--- src/rtl/duty_pkg.sv ---
// Shared types and defaults for the duty stepper: axis FSM states, button
// direction codes and the default duty limits.
package duty_pkg;

    typedef enum logic [1:0] {
        StIdle,
        StHold,
        StRepeat
    } axis_state_e;

    typedef enum logic [1:0] {
        DIR_NONE = 2'b00,
        DIR_POS  = 2'b01,
        DIR_NEG  = 2'b10
    } dir_e;

    localparam int unsigned DUTY_INIT_DEF = 32;
    localparam int unsigned DUTY_MIN_DEF  = 4;
    localparam int unsigned DUTY_MAX_DEF  = 59;

    // Opposing presses cancel to DIR_NONE.
    function automatic dir_e decode_dir(input logic pos, input logic neg);
        dir_e d;
        d = DIR_NONE;
        if (pos && !neg) begin
            d = DIR_POS;
        end else if (neg && !pos) begin
            d = DIR_NEG;
        end
        return d;
    endfunction

endpackage

--- src/rtl/duty_stepper_if.sv ---
// Button inputs and duty outputs of the duty stepper, grouped as one bundle.
// slave: the stepper itself; master: whatever drives the buttons.
interface duty_stepper_if #(
    parameter int unsigned WIDTH = 6
);
    logic             Bt_Up;
    logic             Bt_Down;
    logic             Bt_Left;
    logic             Bt_Right;
    logic [WIDTH-1:0] Duty_X;
    logic [WIDTH-1:0] Duty_Y;
    logic             Step_Pulse;

    modport master (
        output Bt_Up, Bt_Down, Bt_Left, Bt_Right,
        input  Duty_X, Duty_Y, Step_Pulse
    );

    modport slave (
        input  Bt_Up, Bt_Down, Bt_Left, Bt_Right,
        output Duty_X, Duty_Y, Step_Pulse
    );
endinterface

--- src/rtl/axis_stepper.sv ---
// One axis of the duty stepper: direction decode, IDLE/HOLD/REPEAT FSM with
// hold/repeat timer, and a clamped duty register.
// Optional macro DUTY_STEPPER_ACCEL_EN: after 8 consecutive repeats the repeat
// interval shortens to REPEAT_PERIOD/4.
module axis_stepper
    import duty_pkg::*;
#(
    parameter int unsigned WIDTH         = 6,
    parameter int unsigned DUTY_INIT     = DUTY_INIT_DEF,
    parameter int unsigned DUTY_MIN      = DUTY_MIN_DEF,
    parameter int unsigned DUTY_MAX      = DUTY_MAX_DEF,
    parameter int unsigned STEP          = 1,
    parameter int unsigned HOLD_DELAY    = 12000000,
    parameter int unsigned REPEAT_PERIOD = 2500000
) (
    input  logic             clk_i,
    input  logic             rst_i,
    input  logic             pos_i,
    input  logic             neg_i,
    output logic [WIDTH-1:0] duty_o,
    output logic             change_o
);

    localparam int unsigned TMAX = (HOLD_DELAY > REPEAT_PERIOD) ? HOLD_DELAY : REPEAT_PERIOD;
    localparam int unsigned TW   = (TMAX > 1) ? $clog2(TMAX) : 1;

    typedef logic [TW-1:0] timer_t;

    localparam timer_t        HoldLoad = timer_t'(HOLD_DELAY - 1);
    localparam timer_t        RepLoad  = timer_t'(REPEAT_PERIOD - 1);
    localparam timer_t        TimerOne = timer_t'(1);
    localparam logic [WIDTH:0] StepExt = (WIDTH + 1)'(STEP);
    localparam logic [WIDTH:0] MinExt  = (WIDTH + 1)'(DUTY_MIN);
    localparam logic [WIDTH:0] MaxExt  = (WIDTH + 1)'(DUTY_MAX);

`ifdef DUTY_STEPPER_ACCEL_EN
    localparam int unsigned FAST_PERIOD = (REPEAT_PERIOD / 4 > 0) ? REPEAT_PERIOD / 4 : 1;
    localparam timer_t      FastLoad    = timer_t'(FAST_PERIOD - 1);
    localparam logic [3:0]  RptSat      = 4'd8;
`endif

    // Elaboration-time legality of the duty limits and timer periods.
    if (!(DUTY_MIN <= DUTY_INIT && DUTY_INIT <= DUTY_MAX && DUTY_MAX < (1 << WIDTH)
          && HOLD_DELAY >= 1 && REPEAT_PERIOD >= 1)) begin : g_param_check
        $error("axis_stepper: illegal duty limits or timer periods");
    end

    axis_state_e      state_q, state_d;
    dir_e             dir_q, dir_d;
    dir_e             dir;
    timer_t           timer_q, timer_d;
    logic             armed_q, armed_d;
    logic [WIDTH-1:0] duty_q, duty_d;
    logic             change_q, change_d;
    logic             do_step;
    logic [WIDTH:0]   duty_ext;
    logic [WIDTH:0]   sum;
    logic [WIDTH-1:0] duty_next;

`ifdef DUTY_STEPPER_ACCEL_EN
    logic [3:0] rpt_q, rpt_d;
`endif

    // FSM next state, timer reload/decrement and step request.
    always_comb begin : next_state
        dir     = decode_dir(pos_i, neg_i);
        state_d = state_q;
        dir_d   = dir_q;
        timer_d = timer_q;
        // Armed once no direction is seen after reset, so a button held
        // through reset never steps until it is re-pressed.
        armed_d = armed_q | (dir == DIR_NONE);
        do_step = 1'b0;
`ifdef DUTY_STEPPER_ACCEL_EN
        rpt_d   = rpt_q;
`endif
        unique case (state_q)
            StIdle: begin
                if (armed_q && dir != DIR_NONE) begin
                    do_step = 1'b1;
                    dir_d   = dir;
                    timer_d = HoldLoad;
                    state_d = StHold;
                end
            end
            StHold, StRepeat: begin
                if (dir == DIR_NONE) begin
                    state_d = StIdle;
                    timer_d = '0;
                end else if (dir != dir_q) begin
                    // Reversal behaves like a fresh press in the new direction.
                    do_step = 1'b1;
                    dir_d   = dir;
                    timer_d = HoldLoad;
                    state_d = StHold;
                end else if (timer_q == '0) begin
                    do_step = 1'b1;
                    state_d = StRepeat;
`ifdef DUTY_STEPPER_ACCEL_EN
                    if (state_q == StRepeat) begin
                        rpt_d   = (rpt_q == RptSat) ? RptSat : rpt_q + 4'd1;
                        timer_d = (rpt_d == RptSat) ? FastLoad : RepLoad;
                    end else begin
                        timer_d = RepLoad;
                    end
`else
                    timer_d = RepLoad;
`endif
                end else begin
                    timer_d = timer_q - TimerOne;
                end
            end
            default: begin
                state_d = StIdle;
            end
        endcase
`ifdef DUTY_STEPPER_ACCEL_EN
        if (state_d != StRepeat) begin
            rpt_d = '0;
        end
`endif
    end

    // Saturating step at WIDTH+1 bits; change flag only when the value moves.
    always_comb begin : step_math
        duty_ext = {1'b0, duty_q};
        sum      = duty_ext + StepExt;
        if (dir_d == DIR_NEG) begin
            duty_next = (duty_ext < MinExt + StepExt) ? WIDTH'(MinExt)
                                                      : WIDTH'(duty_ext - StepExt);
        end else begin
            duty_next = (sum > MaxExt) ? WIDTH'(MaxExt) : WIDTH'(sum);
        end
        duty_d   = do_step ? duty_next : duty_q;
        change_d = (duty_d != duty_q);
    end

    // Axis state registers.
    always_ff @(posedge clk_i or posedge rst_i) begin
        if (rst_i) begin
            state_q  <= StIdle;
            dir_q    <= DIR_NONE;
            timer_q  <= '0;
            armed_q  <= 1'b0;
            duty_q   <= WIDTH'(DUTY_INIT);
            change_q <= 1'b0;
        end else begin
            state_q  <= state_d;
            dir_q    <= dir_d;
            timer_q  <= timer_d;
            armed_q  <= armed_d;
            duty_q   <= duty_d;
            change_q <= change_d;
        end
    end

`ifdef DUTY_STEPPER_ACCEL_EN
    // Consecutive repeat counter for the fast slew.
    always_ff @(posedge clk_i or posedge rst_i) begin
        if (rst_i) begin
            rpt_q <= '0;
        end else begin
            rpt_q <= rpt_d;
        end
    end
`endif

    assign duty_o   = duty_q;
    assign change_o = change_q;

endmodule

--- src/rtl/duty_stepper.sv ---
// Two-axis duty stepper: buttons to saturating X/Y duty words for the PWM
// stage. Optional macro DUTY_STEPPER_ACCEL_EN enables repeat acceleration.
module duty_stepper
    import duty_pkg::*;
#(
    parameter int unsigned WIDTH         = 6,
    parameter int unsigned DUTY_INIT     = DUTY_INIT_DEF,
    parameter int unsigned DUTY_MIN      = DUTY_MIN_DEF,
    parameter int unsigned DUTY_MAX      = DUTY_MAX_DEF,
    parameter int unsigned STEP          = 1,
    parameter int unsigned HOLD_DELAY    = 12000000,
    parameter int unsigned REPEAT_PERIOD = 2500000
) (
    input  logic          sysclk,
    input  logic          Reset_Sw,
    duty_stepper_if.slave bus
);

    logic [1:0] rst_sync_q, rst_sync_d;
    logic       rst_int;
    logic       change_x, change_y;

    // Reset release synchroniser; assertion stays asynchronous.
    always_comb begin
        rst_sync_d = {rst_sync_q[0], 1'b0};
    end

    // Two-stage reset release pipeline.
    always_ff @(posedge sysclk or posedge Reset_Sw) begin
        if (Reset_Sw) begin
            rst_sync_q <= 2'b11;
        end else begin
            rst_sync_q <= rst_sync_d;
        end
    end

    assign rst_int = rst_sync_q[1];

    axis_stepper #(
        .WIDTH         (WIDTH),
        .DUTY_INIT     (DUTY_INIT),
        .DUTY_MIN      (DUTY_MIN),
        .DUTY_MAX      (DUTY_MAX),
        .STEP          (STEP),
        .HOLD_DELAY    (HOLD_DELAY),
        .REPEAT_PERIOD (REPEAT_PERIOD)
    ) u_axis_x (
        .clk_i    (sysclk),
        .rst_i    (rst_int),
        .pos_i    (bus.Bt_Right),
        .neg_i    (bus.Bt_Left),
        .duty_o   (bus.Duty_X),
        .change_o (change_x)
    );

    axis_stepper #(
        .WIDTH         (WIDTH),
        .DUTY_INIT     (DUTY_INIT),
        .DUTY_MIN      (DUTY_MIN),
        .DUTY_MAX      (DUTY_MAX),
        .STEP          (STEP),
        .HOLD_DELAY    (HOLD_DELAY),
        .REPEAT_PERIOD (REPEAT_PERIOD)
    ) u_axis_y (
        .clk_i    (sysclk),
        .rst_i    (rst_int),
        .pos_i    (bus.Bt_Up),
        .neg_i    (bus.Bt_Down),
        .duty_o   (bus.Duty_Y),
        .change_o (change_y)
    );

    // Simultaneous X and Y steps yield a single pulse.
    assign bus.Step_Pulse = change_x | change_y;

endmodule

--- src/flat_wrapper.sv ---
// flat-port wrapper written by rule: the top's interface ports become plain ports
module duty_stepper_flat import duty_pkg::*;
#(
    parameter int unsigned WIDTH         = 6,
    parameter int unsigned DUTY_INIT     = DUTY_INIT_DEF,
    parameter int unsigned DUTY_MIN      = DUTY_MIN_DEF,
    parameter int unsigned DUTY_MAX      = DUTY_MAX_DEF,
    parameter int unsigned STEP          = 1,
    parameter int unsigned HOLD_DELAY    = 12000000,
    parameter int unsigned REPEAT_PERIOD = 2500000
)
  (sysclk, Reset_Sw, bus_Bt_Up, bus_Bt_Down, bus_Bt_Left, bus_Bt_Right, bus_Duty_X, bus_Duty_Y, bus_Step_Pulse);
  duty_stepper_if #(.WIDTH(WIDTH)) bus_i ();
  input  logic sysclk;
  input  logic Reset_Sw;
  input wire logic [$bits(bus_i.Bt_Up)-1:0] bus_Bt_Up;
  input wire logic [$bits(bus_i.Bt_Down)-1:0] bus_Bt_Down;
  input wire logic [$bits(bus_i.Bt_Left)-1:0] bus_Bt_Left;
  input wire logic [$bits(bus_i.Bt_Right)-1:0] bus_Bt_Right;
  output wire logic [$bits(bus_i.Duty_X)-1:0] bus_Duty_X;
  output wire logic [$bits(bus_i.Duty_Y)-1:0] bus_Duty_Y;
  output wire logic [$bits(bus_i.Step_Pulse)-1:0] bus_Step_Pulse;
  assign bus_i.Bt_Up = bus_Bt_Up;
  assign bus_i.Bt_Down = bus_Bt_Down;
  assign bus_i.Bt_Left = bus_Bt_Left;
  assign bus_i.Bt_Right = bus_Bt_Right;
  assign bus_Duty_X = bus_i.Duty_X;
  assign bus_Duty_Y = bus_i.Duty_Y;
  assign bus_Step_Pulse = bus_i.Step_Pulse;
  duty_stepper #(.WIDTH(WIDTH), .DUTY_INIT(DUTY_INIT), .DUTY_MIN(DUTY_MIN), .DUTY_MAX(DUTY_MAX), .STEP(STEP), .HOLD_DELAY(HOLD_DELAY), .REPEAT_PERIOD(REPEAT_PERIOD)) u_core (.sysclk(sysclk), .Reset_Sw(Reset_Sw), .bus(bus_i));
endmodule
--- config.mk ---
export PLATFORM = sky130hd
export DESIGN_NAME = duty_stepper_flat
export DESIGN_NICKNAME = d
export VERILOG_FILES = /design/src/rtl/duty_pkg.sv /design/src/rtl/duty_stepper_if.sv /design/src/rtl/axis_stepper.sv /design/src/rtl/duty_stepper.sv /design/src/flat_wrapper.sv
export SDC_FILE = /design/constraint.sdc
export NUM_CORES = 1
export LEC_CHECK = 0
export BUFFER_PORTS_ARGS = -buffer_cell sky130_fd_sc_hd__buf_2
export CAP_MARGIN = 10
export CORE_UTILIZATION = 60
export CTS_CLUSTER_SIZE = 25
export DETAILED_ROUTE_END_ITERATION = 12
export PLACE_DENSITY = 0.87
export SYNTH_ARGS = -nofsm -noshare
export SYNTH_HDL_FRONTEND = slang
export SYNTH_HIERARCHICAL = 1
export SYNTH_SLANG_ARGS = --single-unit
export TNS_END_PERCENT = 100
--- constraint.sdc ---
create_clock -name sysclk -period 3.8 [get_ports sysclk]
set_clock_uncertainty 0.2 [all_clocks]
set_input_delay 0.19 -clock sysclk [delete_from_list [all_inputs] [get_ports sysclk]]
set_output_delay 0.19 -clock sysclk [all_outputs]
set_load 0.01 [all_outputs]
==> run summary <==
Kind of start point of the critical path = flip-flop
Setup TNS = 0 ns
WL/cell = 16.6 µm
Post-synth EDFFs = 0
Num CTS Buffers = 9
Net Count, Synth = 672
Commonest cells in the netlist = dfrtp_1, nor2_1, o21ai_0, a21oi_1, nand2_1
Worst reg2reg path startpoint = u_core/u_axis_y/state_q[0]
Max Clk Rate = 341 MHz
FF-to-FF End = u_core/u_axis_y/duty_o[3]
Top FF cell, synth = dfrtp_1
Outcome = finished clean
Worst Path Arrival = 2.96 ns
Asr flop ratio synth = 100%
Antenna-violating nets left = 0
Port Buffers = 18
Die Y = 96.1 µm
DP Wirelength = 8740 µm
Global-route wire length before repair = 20400 µm
Top-count cell post-synth = dfrtp_1
Fin. Hold Viols = 0
Yosys warns = 6
Area contributors post-synth = dfrtp_1, o21ai_0, a21oi_1
Detailed Routing Iterations Pass 1 = 6
Hold Crit Class = input pin to flip-flop
# nets final = 674
Overall die area = 9240 µm²
Initial antenna violation count = 0
Area grow syn2layout = 7.04%
Clock Sinks = 74
Crit share post-route = 77.1%
GRT Resource Usage Total = 28.0%
Adder-cell share of the synthesized area = 4.24%
Row count = 33
Crit Path Category = flip-flop to flip-flop
Worst-case clock buffer depth = 2
Hold_sp = bus_Bt_Left
CP Capture Type = flip-flop
Congestion Overflow GR = 0
Worst reg2reg path depth = 9
CTS resizes = 0
Relative slew slack = 31.4%
Mux cell area share after synthesis = 0.965%
Reg-to-reg setup timing slack = 0.87 ns
Worst-Skew Late Latency = 0.35 ns
Clock transition at path regs = 0.08 ns
Leakage = 2.39 nW
Max IR drop VDD = 0.000503 V
Sequential cell area fraction in the yosys report = 34.9%
Syn Inst Count = 648
Worst Path Required = 3.84 ns
FF+latch count, synth = 74
DRC = 0
Post-layout util = 67.9%
Hold path cells = 3
Final slew viol count = 0
Core Footprint = 8380 µm²
Synth top area share = 32.9%
Largest net degree at the start of global routing = 37
Starting Density = 63.4%
WHS Endpoint = u_core/u_axis_x/dir_q[1]
Layout cell share with drive strength beyond 1 = 11.0%
Final setup vio count = 0
Synth Area in XOR/XNOR = 2.31%
Synth Cell Area = 5320 µm²
TritonCTS clock tree = built
Slew @ Worst Pin = 1.03 ns
PD cells = 837 nW/µm²
Synth Area in Simple Gates = 22.8%
Global placer's final weighted congestion = 0.952
Main combinational cell family by area after synthesis = compound AO/OA/AOI/OAI gates
Starting DRT DRC Count = 352
Min Tclk post-route = 2.93 ns
IO Count = 19
Synth Area in Compound Gates = 29.0%
Total wire length = 12600 µm
Max-cap viol count = 0
RSZ-0062 raised after global routing = no
Die W = 96.1 µm
Vias/cell = 6.74
Post-synth top area cell = dfrtp_1
Number of global-route vias before repair = 4523
Post-Syn Area per Cell = 8.21 µm²
CTS root buf = clkbuf_8
CP Max Fanout = 11
Antenna diodes = 0
Vias = 5124
CTS H-tree depth = 3
Synth cell types = 79
[registers in the layout (all words and copies together), names as in the netlist, 2 cells and up]
signal and count:
u_core/u_axis_x/timer_q 24, u_core/u_axis_y/timer_q 24, u_core/u_axis_x/duty_o 6, u_core/u_axis_y/duty_o 6, u_core/rst_sync_q 2, u_core/u_axis_x/dir_q 2
u_core/u_axis_x/state_q 2, u_core/u_axis_y/dir_q 2, u_core/u_axis_y/state_q 2
[cells by family after synthesis]
logic type      count (synthesis)
mux                             5
other cells                     1
buf+inv                        75
fa+ha+maj                      18
flops                          74
compound gates                230
xor+xnor                       14
simple gates                  231
[repair_timing]
action | 4_1_cts | 5_1_grt
hold buffers | 1 | 0
hold endpoints to repair | 2 | 0
setup buffers | 0 | 0
[report_power, final]
part	switching, W	total (W)	internal (W)
clock	0.000293	0.000729	0.000436
sequential	0.000344	0.00138	0.00104
combinational	0.00158	0.00265	0.00107
total	0.00222	0.00476	0.00255
[through the flow]
| stage | power [W] | hold WS, ns | worst slack [ns] | instances | area [µm²] |
|---|---|---|---|---|---|
| global placement | 0.00384 | 0.00679 | 1.06 | 743 | 5450 |
| CTS | 0.00471 | 0.0940 | 0.938 | 760 | 5690 |
| detailed placement | 0.00396 | 0.0168 | 0.934 | 743 | 5450 |
| global route | 0.00512 | 0.122 | 0.749 | 760 | 5690 |
| finish | 0.00476 | 0.106 | 0.872 | 760 | 5690 |
| floorplan | 0.00339 | -0.0985 | 1.18 | 648 | 5320 |
[cells in the final DEF, fill, tap and decap left out, types with 7 or more instances in the layout]
| cell type | instances |
|---|---|
| buf_4 | 10 |
| ha_1 | 18 |
| and3_1 | 7 |
| a21oi_1 | 49 |
| nand2_1 | 46 |
| o22a_1 | 22 |
| clkbuf_8 | 9 |
| nand2b_1 | 10 |
| nor2_1 | 60 |
| o31ai_1 | 10 |
| nor4_1 | 10 |
| xnor2_1 | 7 |
| dfrtp_1 | 70 |
| xor2_1 | 7 |
| nand3_1 | 14 |
| o21ai_0 | 55 |
| nor3_1 | 30 |
| nor2b_1 | 7 |
| a22o_1 | 9 |
| a31oi_1 | 26 |
| buf_2 | 18 |
| inv_1 | 37 |
[metal layers]
| metal | GRT usage [%] | vias to the layer above | wire [µm] | share of wire, % |
|---|---|---|---|---|
| met5 | 0 | - | 0 | 0 |
| met4 | 8.96 | 0 | 176 | 1.4 |
| met3 | 5.53 | 27 | 1100 | 8.7 |
| met2 | 45.4 | 281 | 6030 | 48 |
| met1 | 37.5 | 2419 | 5320 | 42 |
| li1 | - | 2397 | - | - |
[worst max path at each step]
stage / startpoint / endpoint / slack [ns] / cells past startpoint
finish: u_core/u_axis_y/state_q[0] / u_core/u_axis_y/duty_o[3] / 0.87 / 9
global route: u_core/u_axis_y/duty_o[0] / u_core/u_axis_y/duty_o[3] / 0.75 / 8
CTS: u_core/u_axis_y/state_q[0] / u_core/u_axis_y/duty_o[3] / 0.94 / 9
detailed placement: bus_Bt_Up / u_core/u_axis_y/duty_o[3] / 0.93 / 10
global placement: bus_Bt_Up / u_core/u_axis_y/change_o / 1.06 / 10
floorplan: u_core/u_axis_y/duty_o[0] / u_core/u_axis_y/duty_o[3] / 1.18 / 9
[critical path, cell delays in order, from the launching register on]
cell and delay, ns:
dfrtp_1 0.38, inv_1 0.06, ha_1 0.36, and2_0 0.23, a211o_1 0.30, a21oi_1 0.27, nor2_1 0.23, nor2_1 0.35
a41oi_1 0.18, o22a_1 0.25
[final cells by class]
cell class	instances	area [µm²]
Clock buffer	11	131
Sequential cell	74	1860
Inverter	37	139
Multi-Input combinational cell	499	3160
Tap cell	105	131
Fill cell	638	2690
Clock inverter	5	103
Timing Repair Buffer	29	175
(Power assumes the default switching activity.)
